==> src/rtl/game_ctrl.sv <==
// Game-flow controller: vsync frame strobe, per-frame key/event sampling and TITLE/PLAY/DEAD/CLEAR FSM.
// Define GAME_CTRL_DEATH_CNT_EN to build the saturating death counter; otherwise death_count is 0.
module game_ctrl #(
  parameter int unsigned CLEAR_FRAMES     = 120,
  parameter bit          VSYNC_ACTIVE_LOW = 1'b1
) (
  input  logic       clk,
  input  logic       clrn,
  input  logic       vsync,
  input  logic [5:0] keys,
  input  logic       dead,
  input  logic       goal,
  output logic       frame_tick,
  output logic       step,
  output logic       world_rst,
  output logic [4:0] keys_frame,
  output logic       jump_press,
  output logic       jump_release,
  output logic [1:0] state,
  output logic [7:0] death_count
);

  localparam logic [1:0] ST_TITLE = 2'd0;
  localparam logic [1:0] ST_PLAY  = 2'd1;
  localparam logic [1:0] ST_DEAD  = 2'd2;
  localparam logic [1:0] ST_CLEAR = 2'd3;
  localparam logic [7:0] CLEAR_LIM = 8'(CLEAR_FRAMES);

  logic       vs_meta_q, vs_meta_d;
  logic       vs_sync_q, vs_sync_d;
  logic       vs_prev_q, vs_prev_d;
  logic       tick_q, tick_d;
  logic       jump_prev_q, jump_prev_d;
  logic       start_prev_q, start_prev_d;
  logic       restart_prev_q, restart_prev_d;
  logic       lat_jr_q, lat_jr_d;
  logic       lat_jf_q, lat_jf_d;
  logic       lat_st_q, lat_st_d;
  logic       lat_rs_q, lat_rs_d;
  logic       lat_dead_q, lat_dead_d;
  logic       lat_goal_q, lat_goal_d;
  logic [1:0] state_q, state_d;
  logic [7:0] clr_cnt_q, clr_cnt_d;
  logic       step_q, step_d;
  logic       world_rst_q, world_rst_d;
  logic [4:0] keys_frame_q, keys_frame_d;
  logic       jump_press_q, jump_press_d;
  logic       jump_release_q, jump_release_d;
  logic       jr_evt, jf_evt, st_evt, rs_evt;
  logic       s_jr, s_jf, s_st, s_rs, s_dead, s_goal;
`ifdef GAME_CTRL_DEATH_CNT_EN
  logic [7:0] death_q, death_d;
`endif

  always_comb begin
    vs_meta_d      = vsync;
    vs_sync_d      = vs_meta_q;
    vs_prev_d      = vs_sync_q;
    tick_d         = VSYNC_ACTIVE_LOW ? (vs_prev_q & ~vs_sync_q) : (~vs_prev_q & vs_sync_q);
    jump_prev_d    = keys[2];
    start_prev_d   = keys[4];
    restart_prev_d = keys[5];

    jr_evt = keys[2] & ~jump_prev_q;
    jf_evt = ~keys[2] & jump_prev_q;
    st_evt = keys[4] & ~start_prev_q;
    rs_evt = keys[5] & ~restart_prev_q;

    // Same-cycle events are folded into the sample so a tick-cycle edge is counted exactly once.
    s_jr   = lat_jr_q | jr_evt;
    s_jf   = lat_jf_q | jf_evt;
    s_st   = lat_st_q | st_evt;
    s_rs   = lat_rs_q | rs_evt;
    s_dead = lat_dead_q | dead;
    s_goal = lat_goal_q | goal;

    lat_jr_d   = tick_q ? 1'b0 : s_jr;
    lat_jf_d   = tick_q ? 1'b0 : s_jf;
    lat_st_d   = tick_q ? 1'b0 : s_st;
    lat_rs_d   = tick_q ? 1'b0 : s_rs;
    lat_dead_d = tick_q ? 1'b0 : s_dead;
    lat_goal_d = tick_q ? 1'b0 : s_goal;

    state_d        = state_q;
    clr_cnt_d      = clr_cnt_q;
    step_d         = 1'b0;
    world_rst_d    = 1'b0;
    keys_frame_d   = keys_frame_q;
    jump_press_d   = jump_press_q;
    jump_release_d = jump_release_q;
`ifdef GAME_CTRL_DEATH_CNT_EN
    death_d        = death_q;
`endif

    if (tick_q) begin
      keys_frame_d   = keys[4:0];
      jump_press_d   = s_jr;
      jump_release_d = s_jf;
      case (state_q)
        ST_TITLE: begin
          if (s_st || s_jr) begin
            state_d     = ST_PLAY;
            world_rst_d = 1'b1;
          end
        end
        ST_PLAY: begin
          if (s_dead) begin
            state_d = ST_DEAD;
`ifdef GAME_CTRL_DEATH_CNT_EN
            if (death_q != 8'hFF) death_d = death_q + 8'd1;
`endif
          end else if (s_goal) begin
            state_d   = ST_CLEAR;
            clr_cnt_d = 8'd0;
          end else if (s_rs) begin
            world_rst_d = 1'b1;
          end else begin
            step_d = 1'b1;
          end
        end
        ST_DEAD: begin
          if (s_rs || s_jr) begin
            state_d     = ST_PLAY;
            world_rst_d = 1'b1;
          end
        end
        default: begin
          if (clr_cnt_q == CLEAR_LIM) begin
            state_d     = ST_TITLE;
            world_rst_d = 1'b1;
          end else begin
            clr_cnt_d = clr_cnt_q + 8'd1;
          end
        end
      endcase
    end
  end

  always_ff @(posedge clk or negedge clrn) begin
    if (!clrn) begin
      vs_meta_q      <= 1'b0;
      vs_sync_q      <= 1'b0;
      vs_prev_q      <= 1'b0;
      tick_q         <= 1'b0;
      jump_prev_q    <= 1'b0;
      start_prev_q   <= 1'b0;
      restart_prev_q <= 1'b0;
      lat_jr_q       <= 1'b0;
      lat_jf_q       <= 1'b0;
      lat_st_q       <= 1'b0;
      lat_rs_q       <= 1'b0;
      lat_dead_q     <= 1'b0;
      lat_goal_q     <= 1'b0;
      state_q        <= ST_TITLE;
      clr_cnt_q      <= 8'd0;
      step_q         <= 1'b0;
      world_rst_q    <= 1'b0;
      keys_frame_q   <= 5'd0;
      jump_press_q   <= 1'b0;
      jump_release_q <= 1'b0;
`ifdef GAME_CTRL_DEATH_CNT_EN
      death_q        <= 8'd0;
`endif
    end else begin
      vs_meta_q      <= vs_meta_d;
      vs_sync_q      <= vs_sync_d;
      vs_prev_q      <= vs_prev_d;
      tick_q         <= tick_d;
      jump_prev_q    <= jump_prev_d;
      start_prev_q   <= start_prev_d;
      restart_prev_q <= restart_prev_d;
      lat_jr_q       <= lat_jr_d;
      lat_jf_q       <= lat_jf_d;
      lat_st_q       <= lat_st_d;
      lat_rs_q       <= lat_rs_d;
      lat_dead_q     <= lat_dead_d;
      lat_goal_q     <= lat_goal_d;
      state_q        <= state_d;
      clr_cnt_q      <= clr_cnt_d;
      step_q         <= step_d;
      world_rst_q    <= world_rst_d;
      keys_frame_q   <= keys_frame_d;
      jump_press_q   <= jump_press_d;
      jump_release_q <= jump_release_d;
`ifdef GAME_CTRL_DEATH_CNT_EN
      death_q        <= death_d;
`endif
    end
  end

  assign frame_tick   = tick_q;
  assign step         = step_q;
  assign world_rst    = world_rst_q;
  assign keys_frame   = keys_frame_q;
  assign jump_press   = jump_press_q;
  assign jump_release = jump_release_q;
  assign state        = state_q;
`ifdef GAME_CTRL_DEATH_CNT_EN
  assign death_count  = death_q;
`else
  assign death_count  = 8'd0;
`endif

endmodule

==> config.mk <==
export PLATFORM = sky130hd
export DESIGN_NAME = game_ctrl
export DESIGN_NICKNAME = d
export VERILOG_FILES = /design/src/rtl/game_ctrl.sv
export SDC_FILE = /design/constraint.sdc
export NUM_CORES = 1
export LEC_CHECK = 0
export BUFFER_PORTS_ARGS = -buffer_cell sky130_fd_sc_hd__buf_2
export CELL_PAD_IN_SITES_DETAIL_PLACEMENT = 1
export CELL_PAD_IN_SITES_GLOBAL_PLACEMENT = 1
export CORE_ASPECT_RATIO = 1.4
export CORE_MARGIN = 10
export CORE_UTILIZATION = 40
export CTS_BUF_LIST = sky130_fd_sc_hd__clkbuf_4 sky130_fd_sc_hd__clkbuf_8
export CTS_CLUSTER_DIAMETER = 200
export DETAILED_ROUTE_END_ITERATION = 8
export HOLD_SLACK_MARGIN = 0.05
export PLACE_DENSITY = 0.84
export SKIP_LAST_GASP = 1
export SLEW_MARGIN = 30
export SYNTH_ARGS = -nofsm -noshare
export SYNTH_HDL_FRONTEND = slang
export SYNTH_SLANG_ARGS = --single-unit
==> constraint.sdc <==
create_clock -name clk -period 3.2 [get_ports clk]
set_input_delay 0.32 -clock clk [delete_from_list [all_inputs] [get_ports clk]]
set_output_delay 0.32 -clock clk [all_outputs]
set_load 0.1 [all_outputs]
* Word level (Yosys, flattened, before mapping)
Index checks and enable logic that the tools add are counted.
Cells by class: $add $sub $neg 1, equality and inequality tests 9, mux-type cells 29, bitwise logic cells 17, reduce and logical (&&, ||, !) cells 7
Operator list (number):
- $mux 8 | 3
- $mux 1 | 18
- $pmux 8 s2 | 1
- $mux 2 | 5
- $reduce_and 5->1 | 2
- $add 8x1->8 const B | 1
- $eq 8x7->1 const B | 1
- $ne 2x2->1 const B | 4
- $not 1->1 | 6
- $or 1x1->1 | 6
- $pmux 2 s3 | 1
- $and 1x1->1 | 5
- $reduce_bool 4->1 | 1
- $ne 3x3->1 const B | 1
- $pmux 1 s3 | 1
- $eq 2x1->1 const B | 1
- $eq 2x2->1 const B | 1
- $logic_not 2->1 | 1
- $logic_or 1x1->1 | 2
- $ne 2x1->1 const B | 1
- $reduce_or 2->1 | 1
Storage, ports and cells: register bits 32, input port bits 11, output and inout port bits 20, word-level logic and storage cells 83

* Logic depth before layout (Yosys ltp)
depth after elaboration 8, gate-level depth with buffers 6, depth with buffers taken out 6

* Worst setup path before layout
Ideal clock, no wire load.
kind reg2reg, start reg state_q[0] (netlist: state[0]), end reg clr_cnt_q[6], data arrival time 2.209 ns, data required time 3.079 ns, setup slack 0.870 ns, stages on the path, launching flop included 5, path buffers 0, clock period less this slack 2.330 ns, path through dfrtp_1 -> or4b_1 -> or3_4 -> and2_4 -> o22a_1
Between the ends: cells in the longest elaborated chain, start to end 4, elaborated cells on any way between the ends 10
RTL lines:
- from (decl) | line 42 | logic [1:0] state_q, state_d;
- from (signal assigned) | line 178 | state_q <= state_d;
- $eq 2x2->1 / $logic_not 2->1 (equally long branches) | line 99 | case (state_q)
- $reduce_or 2->1 (no line)
- $not 1->1 (no line)
- $reduce_and 5->1 (no line)
- to (signal assigned) | line 179 | clr_cnt_q <= clr_cnt_d;
- to (decl) | line 43 | logic [7:0] clr_cnt_q, clr_cnt_d;
Parallel ways exist; a longest one is shown, timed or not. A chain may end at the register's enable or synchronous reset.

* Final worst setup path
start reg state_q[1] (netlist: state[1]), end reg clr_cnt_q[6]
The elaborated chain is that of the path after synthesis.

==> results.rst <==
.. list-table::
   :header-rows: 1

   * - Metric
     - Value
   * - Outcome
     - finished, final reports clean
   * - GRT Overall Usage
     - a little over a tenth
   * - Layout overhead on the synthesized area
     - 15.3%
   * - Most common cell after layout, fill and taps aside
     - dfrtp_1
   * - Buffer levels on the longest clock path
     - 2
   * - Worst slew margin
     - between 50% and 60%
   * - RSZ-0062 raised after global routing
     - false
   * - DP Wirelength
     - around 2.4 mm
   * - Mux contribution to synthesized area
     - 4.64%
   * - Average via count per standard cell
     - between 5 and 6
   * - RD Place Congestion
     - 0.829
   * - Starting Density
     - a little over two fifths
   * - Max VDD drop
     - between 0.0006 and 0.0007 V
   * - Commonest register cell after synthesis
     - dfrtp_1
   * - Smallest setup slack after layout
     - 1.26 ns
   * - Worst hold path class
     - in -> async
   * - Adder and majority cell fraction of the synthesized area
     - approximately 1.8%
   * - Share of synthesized area occupied by flip-flops and latches
     - 56.0%
   * - Remaining routing DRC violations
     - 0
   * - Synth warn
     - 0
   * - Clock Skews
     - ~0.0054 ns
   * - WL per Instance
     - roughly 16 um
   * - Synth Register Bits
     - 32
   * - Layout cell share with drive strength beyond 1
     - 23.2%
   * - Total routed wirelength
     - 3.28 mm
   * - Peak clock frequency supported by timing
     - 0.515 GHz
   * - Power density over cell area
     - around 880 nW/um^2
   * - Number of CTS-inserted buffers
     - 5
   * - Post-CTS setup-driven buffer insertion count
     - 0
   * - Xor-xnor portion of the synthesized cell area
     - 0%
   * - Combinational family with the most area after synthesis
     - simple AND/OR/NAND/NOR gates
   * - Sort of element at the end of the critical path
     - flip-flop
   * - Die Y-Extent
     - 90.7 um
   * - Post-route setup TNS
     - 0 ns
   * - Final setup violation count
     - 0
   * - Core ar.
     - roughly 3400 sq um
   * - Critical path required time
     - 3.37 ns
   * - Worst-path maximum fanout
     - 12
   * - Area share of the largest cell type after synthesis
     - around 56%
   * - Worst slack, placed
     - roughly 1.3 ns
   * - Clock tree from TritonCTS
     - done
   * - Port Buffers
     - 22
   * - Post-synthesis instance area
     - between 1000 and 1500 sq um
   * - Grt ovf
     - 0
   * - Number of failing hold endpoints at the final stage
     - 0
   * - Area fraction in compound gates after synthesis
     - 13.7%
   * - Post-CTS clock slew at the launch and capture registers of the worst setup and hold paths
     - roughly 0.06 ns
   * - # clock sinks
     - 32
   * - Number of flops mapped to enable cells by yosys
     - 0
   * - Htree depth
     - 2
   * - Number of core rows
     - 25
   * - Synth Area in Simple Gates
     - roughly 16%
   * - Largest area contributor in the synthesized netlist
     - dfrtp_1
   * - Antenna violations before repair
     - 0
   * - Startpoint-to-endpoint class of the critical path
     - reg -> reg
   * - Post-CTS resize count
     - 0
   * - Hold_buf cts
     - 0
   * - Largest net degree at the start of global routing
     - 33
   * - I/O pin total
     - 31
   * - Actual transition at the worst max-transition pin
     - about 0.7 ns
   * - Reported max-cap violation count
     - 0
   * - Post-Syn Area per Cell
     - about 10 sq um
   * - Final Max Tran Viols
     - 0
   * - Wire length of the first global-routing pass
     - around 5.5 mm
   * - Share of flip-flops with an asynchronous set or reset
     - 100%
   * - Area enclosed by the die boundary
     - 6400 sq um
   * - Cells after Synth
     - around 140
   * - Layout net count
     - between 150 and 200
   * - Ratio of final minimum period to clock period
     - between 60% and 70%
   * - Count of vias placed by the detailed router
     - between 1,000 and 1,500
   * - Antenna fix cells
     - 0
   * - Path depth of the worst reg2reg path
     - 4
   * - Fin crit period
     - roughly 2 ns
   * - Root buffer selected by CTS
     - clkbuf_8
   * - Fill count
     - about 400
   * - Arrival time at the worst endpoint
     - 2.12 ns
   * - Kind of start point of the critical path
     - flip-flop
   * - Latest clock arrival within the worst-skew pair
     - about 0.28 ns
   * - Die W
     - between 70 and 80 um
   * - Number of global-route vias before repair
     - about 1,200
   * - Length of the first detailed-routing pass in iterations
     - 4
   * - Leakage power figure
     - around 0.77 nW
   * - Distinct cell type count of the synthesized netlist
     - 35
   * - DRC marker count from the first detailed-route iteration
     - 46
   * - Commonest cells after routing, fill and taps aside
     - dfrtp_1, buf_2, nor2_1
   * - Number of routed nets with antenna violations
     - 0
   * - Ranking of synthesized cells by area
     - dfrtp_1, buf_4, mux2_2
-- where the power goes --
group          total (mW)  internal (mW)  switching, mW
registers           0.569          0.483         0.0852
logic               0.553          0.136          0.417
clock network       0.327          0.191          0.135
total                1.45          0.811          0.637
-- state kept, by name, indices dropped and copies added (netlist names) --
register        count
jump_prev_q         1
lat_rs_q            1
lat_st_q            1
jump_press          1
vs_prev_d           1
lat_goal_q          1
state               2
frame_tick          1
jump_release        1
vs_prev_q           1
step                1
keys_frame          5
vs_meta_q           1
lat_jr_q            1
clr_cnt_q           8
lat_dead_q          1
restart_prev_q      1
world_rst           1
start_prev_q        1
lat_jf_q            1
-- cell families (layout without fill, tap and decap cells) --
family	count (synthesis)	count (layout)
other	1	8
AND/OR/NAND/NOR	46	46
flip-flops	32	32
buffers and inverters	20	39
AO/OA/AOI/OAI	31	31
adder cells (fa/ha/maj)	2	2
multiplexers	6	6
-- layer usage --
layer  GRT usage, %  up-vias  wire (um)
met1           10.3      545       1280
met3           4.51        6        157
met2           19.1       24       1790
li1               -      512          -
met4           2.97        0         45
met5              0        -          0
-- worst max-delay path, stage by stage (launching register included) --
cell and delay, ns:
dfrtp_1 0.50, or4b_1 0.58, or3_4 0.41, and2_4 0.19, o22a_1 0.15
-- worst paths after layout --
check,from,slack (ns),to
max,state[1]$_DFFE_PN0P_,1.26,clr_cnt_q[6]$_DFFE_PN0P_
min,clrn,0.09,step$_DFF_PN0_
max reg2reg,state[1]$_DFFE_PN0P_,1.26,clr_cnt_q[6]$_DFFE_PN0P_
min reg2reg,vs_meta_q$_DFF_PN0_,0.36,vs_prev_d$_DFF_PN0_
max in group asynchronous,clrn,2.65,jump_release$_DFFE_PN0P_
min in group clk,vsync,0.16,vs_meta_q$_DFF_PN0_
-- synth_stat cells, drive strengths merged (2+ instances only) --
cell / number
inv: 9
or3: 3
nor2: 15
ha: 2
nand3: 5
a31oi: 3
o2bb2ai: 3
o21ai: 9
clkbuf: 2
nor2b: 4
mux2: 5
buf: 9
dfrtp: 32
nand2: 8
nor3: 6
a21oi: 7
-- metrics by stage --
| step | cell area, sq um | total power, mW | instances | hold WS, ns | utilization [%] |
|---|---|---|---|---|---|
| global placement | 1550 | 1.10 | 197 | 0.334 | 45.5 |
| global route | 1650 | 1.54 | 204 | 0.138 | 48.3 |
| CTS | 1650 | 1.46 | 204 | 0.108 | 48.3 |
| detailed placement | 1550 | 1.12 | 197 | 0.347 | 45.5 |
| finish | 1650 | 1.45 | 204 | 0.0902 | 48.3 |
| floorplan | 1460 | 1.01 | 145 | 0.0244 | - |
-- area by class of cell --
cell class	count	area, sq um	area share [%]
Inverter	9	33.8	2.05
Tap cell	40	50.0	3.04
Multi-Input combinational cell	93	549	33.3
Sequential cell	32	801	48.6
Timing Repair Buffer	23	118	7.14
Clock buffer	7	96.3	5.85
Note: power is estimated with default switching activity, not from simulation.
